[src/rtl/dm_access_unit.sv]
// Multi-cycle data-memory access unit: decodes width/alignment, runs one req/ack bus
// transaction per load/store and returns the aligned, extended load data on rdata.
module dm_access_unit #(
    parameter int unsigned TIMEOUT = 16
) (
    input  logic        clk,
    input  logic        rst_n,
    input  logic        start,
    input  logic        dm_wr,
    input  logic [2:0]  dm_ctrl,
    input  logic [31:0] addr,
    input  logic [31:0] wdata,
    output logic [31:0] rdata,
    output logic        busy,
    output logic        done,
    output logic        err,
    output logic        mem_req,
    output logic        mem_we,
    output logic [31:0] mem_addr,
    output logic [3:0]  mem_be,
    output logic [31:0] mem_wdata,
    input  logic        mem_ack,
    input  logic [31:0] mem_rdata
);

    // A zero TIMEOUT still needs a 1-bit counter so the declarations stay legal.
    localparam int unsigned CntW = (TIMEOUT > 0) ? $clog2(TIMEOUT + 1) : 1;
    localparam logic [CntW-1:0] CntMax  = CntW'(TIMEOUT);
    localparam logic [CntW-1:0] CntLast = CntW'((TIMEOUT > 0) ? TIMEOUT - 1 : 0);

    typedef enum logic [1:0] {StIdle, StBus, StDone} state_e;

    state_e            state_q, state_d;
    logic              mem_req_q, mem_req_d;
    logic              mem_we_q, mem_we_d;
    logic [31:0]       mem_addr_q, mem_addr_d;
    logic [3:0]        mem_be_q, mem_be_d;
    logic [31:0]       mem_wdata_q, mem_wdata_d;
    logic [31:0]       rdata_q, rdata_d;
    logic              err_q, err_d;
    logic [2:0]        ctrl_q, ctrl_d;
    logic [1:0]        off_q, off_d;
    logic [CntW-1:0]   cnt_q, cnt_d;

    logic              legal;
    logic              aligned;
    logic [3:0]        be_new;
    logic [31:0]       wdata_new;
    logic [31:0]       lane;
    logic [31:0]       load_ext;
    logic              timeout;

    // Request decode from the live core inputs (only used in IDLE).
    always_comb begin
        legal     = 1'b0;
        aligned   = 1'b1;
        be_new    = 4'b1111;
        wdata_new = wdata;
        case (dm_ctrl)
            3'b000, 3'b001, 3'b010: legal = 1'b1;
            3'b100, 3'b101:         legal = !dm_wr;
            default:                legal = 1'b0;
        endcase
        case (dm_ctrl[1:0])
            2'b00: begin
                be_new    = 4'b0001 << addr[1:0];
                wdata_new = {4{wdata[7:0]}};
            end
            2'b01: begin
                aligned   = !addr[0];
                be_new    = 4'b0011 << addr[1:0];
                wdata_new = {2{wdata[15:0]}};
            end
            2'b10: begin
                aligned   = (addr[1:0] == 2'b00);
            end
            default: begin
                aligned   = 1'b1;
            end
        endcase
    end

    // Load lane extraction from the captured width and byte offset.
    always_comb begin
        lane = mem_rdata >> {off_q, 3'b000};
        case (ctrl_q)
            3'b000:  load_ext = {{24{lane[7]}}, lane[7:0]};
            3'b100:  load_ext = {24'b0, lane[7:0]};
            3'b001:  load_ext = {{16{lane[15]}}, lane[15:0]};
            3'b101:  load_ext = {16'b0, lane[15:0]};
            default: load_ext = lane;
        endcase
    end

    assign timeout = (TIMEOUT != 0) && (cnt_q == CntLast);

    always_comb begin
        state_d     = state_q;
        mem_req_d   = mem_req_q;
        mem_we_d    = mem_we_q;
        mem_addr_d  = mem_addr_q;
        mem_be_d    = mem_be_q;
        mem_wdata_d = mem_wdata_q;
        rdata_d     = rdata_q;
        err_d       = err_q;
        ctrl_d      = ctrl_q;
        off_d       = off_q;
        cnt_d       = cnt_q;
        busy        = 1'b0;
        unique case (state_q)
            StIdle: begin
                busy = start;
                if (start) begin
                    if (legal && aligned) begin
                        state_d     = StBus;
                        mem_req_d   = 1'b1;
                        mem_we_d    = dm_wr;
                        mem_addr_d  = {addr[31:2], 2'b00};
                        mem_be_d    = be_new;
                        mem_wdata_d = wdata_new;
                        ctrl_d      = dm_ctrl;
                        off_d       = addr[1:0];
                        cnt_d       = '0;
                    end else begin
                        state_d = StDone;
                        err_d   = 1'b1;
                    end
                end
            end
            StBus: begin
                busy = 1'b1;
                if (mem_ack) begin
                    state_d   = StDone;
                    mem_req_d = 1'b0;
                    if (!mem_we_q) begin
                        rdata_d = load_ext;
                    end
                end else if (timeout) begin
                    state_d   = StDone;
                    mem_req_d = 1'b0;
                    err_d     = 1'b1;
                    if (!mem_we_q) begin
                        rdata_d = '0;
                    end
                end else if (cnt_q != CntMax) begin
                    cnt_d = cnt_q + 1'b1;
                end
            end
            StDone: begin
                state_d = StIdle;
                err_d   = 1'b0;
            end
            default: begin
                state_d   = StIdle;
                mem_req_d = 1'b0;
                err_d     = 1'b0;
            end
        endcase
    end

    always_ff @(posedge clk or negedge rst_n) begin
        if (!rst_n) begin
            state_q     <= StIdle;
            mem_req_q   <= 1'b0;
            mem_we_q    <= 1'b0;
            mem_addr_q  <= '0;
            mem_be_q    <= '0;
            mem_wdata_q <= '0;
            rdata_q     <= '0;
            err_q       <= 1'b0;
            ctrl_q      <= '0;
            off_q       <= '0;
            cnt_q       <= '0;
        end else begin
            state_q     <= state_d;
            mem_req_q   <= mem_req_d;
            mem_we_q    <= mem_we_d;
            mem_addr_q  <= mem_addr_d;
            mem_be_q    <= mem_be_d;
            mem_wdata_q <= mem_wdata_d;
            rdata_q     <= rdata_d;
            err_q       <= err_d;
            ctrl_q      <= ctrl_d;
            off_q       <= off_d;
            cnt_q       <= cnt_d;
        end
    end

    assign done      = (state_q == StDone);
    assign err       = err_q;
    assign rdata     = rdata_q;
    assign mem_req   = mem_req_q;
    assign mem_we    = mem_we_q;
    assign mem_addr  = mem_addr_q;
    assign mem_be    = mem_be_q;
    assign mem_wdata = mem_wdata_q;

endmodule
[config.mk]
export PLATFORM = sky130hd
export DESIGN_NAME = dm_access_unit
export DESIGN_NICKNAME = d
export VERILOG_FILES = /design/src/rtl/dm_access_unit.sv
export SDC_FILE = /design/constraint.sdc
export NUM_CORES = 1
export LEC_CHECK = 0
export ABC_AREA = 1
export ABC_CLOCK_PERIOD_IN_PS = 4200
export CAP_MARGIN = 10
export CORE_AREA = 2 2 119 121
export CTS_CLUSTER_DIAMETER = 120
export DETAILED_ROUTE_END_ITERATION = 10
export DIE_AREA = 0 0 121 123
export GPL_TIMING_DRIVEN = 0
export PLACE_DENSITY = 0.79
export SKIP_LAST_GASP = 1
export SLEW_MARGIN = 25
export SYNTH_ARGS = -nofsm -noshare
export SYNTH_HDL_FRONTEND = slang
export SYNTH_SLANG_ARGS = --single-unit
[constraint.sdc]
create_clock -name clk -period 4.2 [get_ports clk]
set_input_delay 1.26 -clock clk [delete_from_list [all_inputs] [get_ports clk]]
set_output_delay 1.26 -clock clk [all_outputs]
set_load 0.02 [all_outputs]
---- Word level (Yosys, flattened, before mapping) ----
Cells that the tools add are included.
word-level totals
  register bits ........................... 113
  bits in latches ......................... 0
  memory bits (writable) .................. 0
  memory bits (read-only) ................. 0
  input bits .............................. 104
  output and inout bits ................... 105
  word-level logic and storage cells ...... 87
  memories ................................ 0
cells by class
  $add $sub $neg .......................... 1
  multipliers ............................. 0
  div/mod/pow operators ................... 0
  $lt $le $gt $ge ......................... 0
  equal/unequal tests ..................... 21
  shift operators ......................... 3
  multiplexer cells ....................... 31
  bitwise logic cells ..................... 2
  reductions and logical operators ........ 18
operators with widths
  kind                                                 number
  two-way mux 32 bit                                   4
  case mux 32 bit (4 select lines)                     1
  case mux 32 bit (2 select lines)                     1
  right shift 32 x 5 -> 32 bit                         1
  two-way mux 5 bit                                    5
  != test 2 bit, second input constant                 7
  equality test 3 bit, second input constant           4
  case mux 5 bit (2 select lines)                      1
  two-way mux 1 bit                                    8
  two-way mux 2 bit                                    4
  case mux 1 bit (2 select lines)                      4
  case mux 4 bit (2 select lines)                      1
  AND reduction 4 bit                                  2
  equality test 3 x 1 -> 1 bit, second input constant  2
  logical NOT 2 bit                                    3
  logical NOT 3 bit                                    2
  AND reduction 3 bit                                  2
  AND reduction 6 bit                                  1
  adder 5 x 1 -> 5 bit, second input constant          1
  equality test 5 x 4 -> 1 bit, second input constant  1
  != test 5 bit, second input constant                 1
  equality test 2 x 1 -> 1 bit, second input constant  2
  equality test 2 bit, second input constant           2
  case mux 2 bit (2 select lines)                      1
  other kinds (12)                                     15

---- Longest topological paths before layout ----
  word-level depth ........................ 7
  mapped depth ............................ 13
  mapped depth without buffers ............ 12

---- Worst setup path after synthesis ----
No wires, ideal clock.
  path kind ............................... input-to-output
  start ................................... input port start
  end ..................................... output port busy
  arrival ................................. 1.573 ns
  required time ........................... 2.940 ns
  setup slack ............................. 1.367 ns
  cell stages on the path ................. 2
  buffers on the path ..................... 0
  path through ............................ inv_1 o21ai_2
between the ends
  word-level cells in the longest chain between the ends .. 1
ends and longest elaborated chain
  element                          line  text
  from (decl)                      8     input logic start,
  case mux 1 bit (2 select lines)  110   unique case (state_q)
  to (decl)                        14    output logic busy,
No other way between the ends.

---- Worst setup path after layout ----
Same ends and word-level chain as after synthesis.

==> results.md <==
- Worst Hold Path EP: mem_addr[6]
- Critical path endpoint category: output pin
- Clock group share of total power: 23.8%
- Layout cell share with drive strength beyond 1: 15.9%
- Flops & latches, synth: 113
- Post-synthesis compound-gate area fraction: 17.3%
- Synth Area in Adders: 1.25%
- Final Cycle Share: 92.6%
- Hold Crit Depth: 2
- Maximum clock path buffer count: 2
- Post-synthesis mux area share: 0%
- ANT cells: 0
- # clock sinks: 113
- Post-CTS Hold Buffers: 0
- Die width: 121 um
- Slew margin rel.: 62.4%
- Starting density of the core: 44.2%
- CP Data Required Time: 2.94 ns
- Clk_skew: 0.00939 ns
- R2R setup slack: 2.22 ns
- Hold Startpoint: mem_addr[6]
- Comb power frac: 47.8%
- Crit path DAT: 2.63 ns
- Endpoints failing hold: 0
- Crit path launch type: input pin
- Die height: 123 um
- Final Max Slew Viols: 0
- Min Tclk post-route: 3.89 ns
- DRT Wirelength: 17.9 mm
- Area Growth Syn to Fin: 49.2%
- Sequential share of power: 28.4%
- Syn Area/Cell: 8.13 sq um
- Core area: 13600 sq um
- Critical Path Fanout Max: 3
- Cell total after placement: 1128
- Antenna-violating nets left: 0
- Pleak: 4.42 nW
- Setup_tns: 0 ns
- R2R Path End: rdata[5]
- Seq/Total Area, Yosys: 47.0%
- Drt drc: 0
- Final count of negative-setup-slack endpoints: 0
- Most frequent cells in the layout: nand2_1 (258), clkdlybuf4s50_1 (205), dfrtp_1 (113)
- Post-DP HPWL: 13.5 mm
- Status: completed
- Pint: 0.00396 W
- Critical path class: input pin to output pin
- Net Sw Frac: 38.7%
- Footprint of the multi-input gates: 2560 sq um
- TritonCTS clock tree: yes
- Number of max-cap violations: 0
- Final cell count without fillers: 1160
- Largest family of logic cells by synthesized area: simple AND/OR/NAND/NOR gates
- Overflow after GRT: 0
- XOR/XNOR Fraction of Synth Area: 0%
- Drt wl/cell: 15.4 um
- Mapped Cells: 740
- R2R Path Start: cnt_q[0]
- # IOs: 209
- Reg area: 2830 sq um
- Row count: 43
- Die area: 14900 sq um
- Commonest non-fill, non-tap cell in the layout: nand2_1
- First-pass GRT wire length: 28.6 mm
- Worst slew pin tran: 0.565 ns
- Largest net degree at the start of global routing: 67
- Vias: 5687
- Filler cells: 1162
- Root buf cell: clkbuf_16
- Clock slew at reported path FFs: 0.05 ns
- Netlist cell types: 27
- CTS resizes: 0
- Vias per std cell: 4.90
- Drt pass-1 iters: 5
- Simple-gate area share of the yosys netlist: 23.9%
- RSZ-0062 raised after global routing: false
- Sw power: 0.00250 W
- Pwr dens: 719 nW/um^2
- F_max: 257 MHz
- Cell area after synthesis: 6020 sq um
- H-tree levels: 4
- Yosys warning count: 0
- Clock Latency Late Sink: 0.41 ns
- Initial DRC count: 290
- Maximum vdd ir drop: 0.381 mV
- Reg2Reg Depth: 12
- Initial antenna violation count: 0
- IO buf count: 206
- Hold Crit Class: flop to flop
- GRT Overall Usage: 25.1%
- Setup repair bufs after CTS: 0
- CTS Buf Count: 17
- Placer's final routability congestion estimate: 0.909
- Total Nets Final: 1077
- Number of global-route vias before repair: 5653
[cell families (layout without fill, tap and decap cells)]
logic type	Yosys count	in the layout
other cells	1	2
compound gates	150	150
fa+ha+maj	6	6
flops	113	113
buf+inv	119	358
simple gates	351	351
[metrics by stage]
| step | total power, W | cell area [sq um] | util (%) | hold WS, ns | setup slack (ns) |
|---|---|---|---|---|---|
| after floorplan | 0.00357 | 6020 | - | 0.455 | 1.37 |
| after global placement | 0.00489 | 8310 | 61.1 | 0.464 | -2.62 |
| after detailed placement | 0.00493 | 8340 | 61.3 | 0.465 | 0.304 |
| after CTS | 0.00651 | 8980 | 66.0 | 0.481 | 0.298 |
| after global routing | 0.00688 | 8980 | 66.0 | 0.506 | 0.254 |
| final | 0.00646 | 8980 | 66.0 | 0.477 | 0.311 |
[power by group through the flow]
stage	clock [W]	sequential, W	combinational [W]
final	0.00154	0.00183	0.00309
after global routing	0.00162	0.00189	0.00337
after CTS	0.00156	0.00183	0.00311
after detailed placement	0	0.00183	0.00309
after global placement	0	0.00183	0.00306
after floorplan	0	0.00232	0.00125
[worst max path at each step]
| stage | start | to | cells past startpoint |
|---|---|---|---|
| after floorplan | start | busy | 2 |
| after global placement | rst_n | mem_addr[10] | 1 |
| after detailed placement | start | busy | 4 |
| after CTS | start | busy | 4 |
| after global routing | start | busy | 4 |
| final | start | busy | 4 |
[area by class of cell]
| cell class | instances | share of cell area [%] |
|---|---|---|
| Inverter | 79 | 3.36 |
| Buffer | 40 | 3.70 |
| Sequential cell | 113 | 31.5 |
| Clock inverter | 8 | 1.36 |
| Multi-Input combinational cell | 509 | 28.5 |
| Tap cell | 180 | 2.51 |
| Clock buffer | 24 | 5.81 |
| Timing Repair Buffer | 207 | 23.3 |
[layer usage]
| metal | GRT usage, % | routed length [um] | share of wire [%] | up-vias |
|---|---|---|---|---|
| met2 | 40.8 | 8520 | 48 | 244 |
| met3 | 9.69 | 1720 | 9.6 | 29 |
| li1 | - | - | - | 2782 |
| met4 | 10.5 | 416 | 2.3 | 0 |
| met5 | 0 | 0 | 0 | - |
| met1 | 29.8 | 7230 | 40 | 2632 |
[synth_stat cells, drive strengths merged]
| master | n | area (sq um) |
|---|---|---|
| o211ai | 7 | 52.6 |
| nand2 | 262 | 1000 |
| buf | 32 | 303 |
| nand4 | 2 | 12.5 |
| ha | 6 | 75.1 |
| nor3b | 1 | 7.51 |
| clkbuf | 8 | 30.0 |
| conb | 1 | 3.75 |
| inv | 79 | 302 |
| o21ai | 105 | 796 |
| nand3 | 29 | 175 |
| a21oi | 38 | 190 |
| nor2 | 57 | 241 |
| dfrtp | 113 | 2830 |
[critical path, cell delays in order]
cell and delay [ns]:
clkdlybuf4s50_1 0.48, inv_1 0.08, o21ai_2 0.17, clkdlybuf4s50_1 0.63
[flip-flops by register name, summed over array words and instances, names as in the netlist]
name       count
cnt_q          5
mem_addr      30
err            1
mem_req        1
rdata         32
off_q          2
mem_wdata     32
mem_be         4
ctrl_q         3
mem_we         1
state_q        2
No activity file was read; power rests on OpenSTA's default activity.
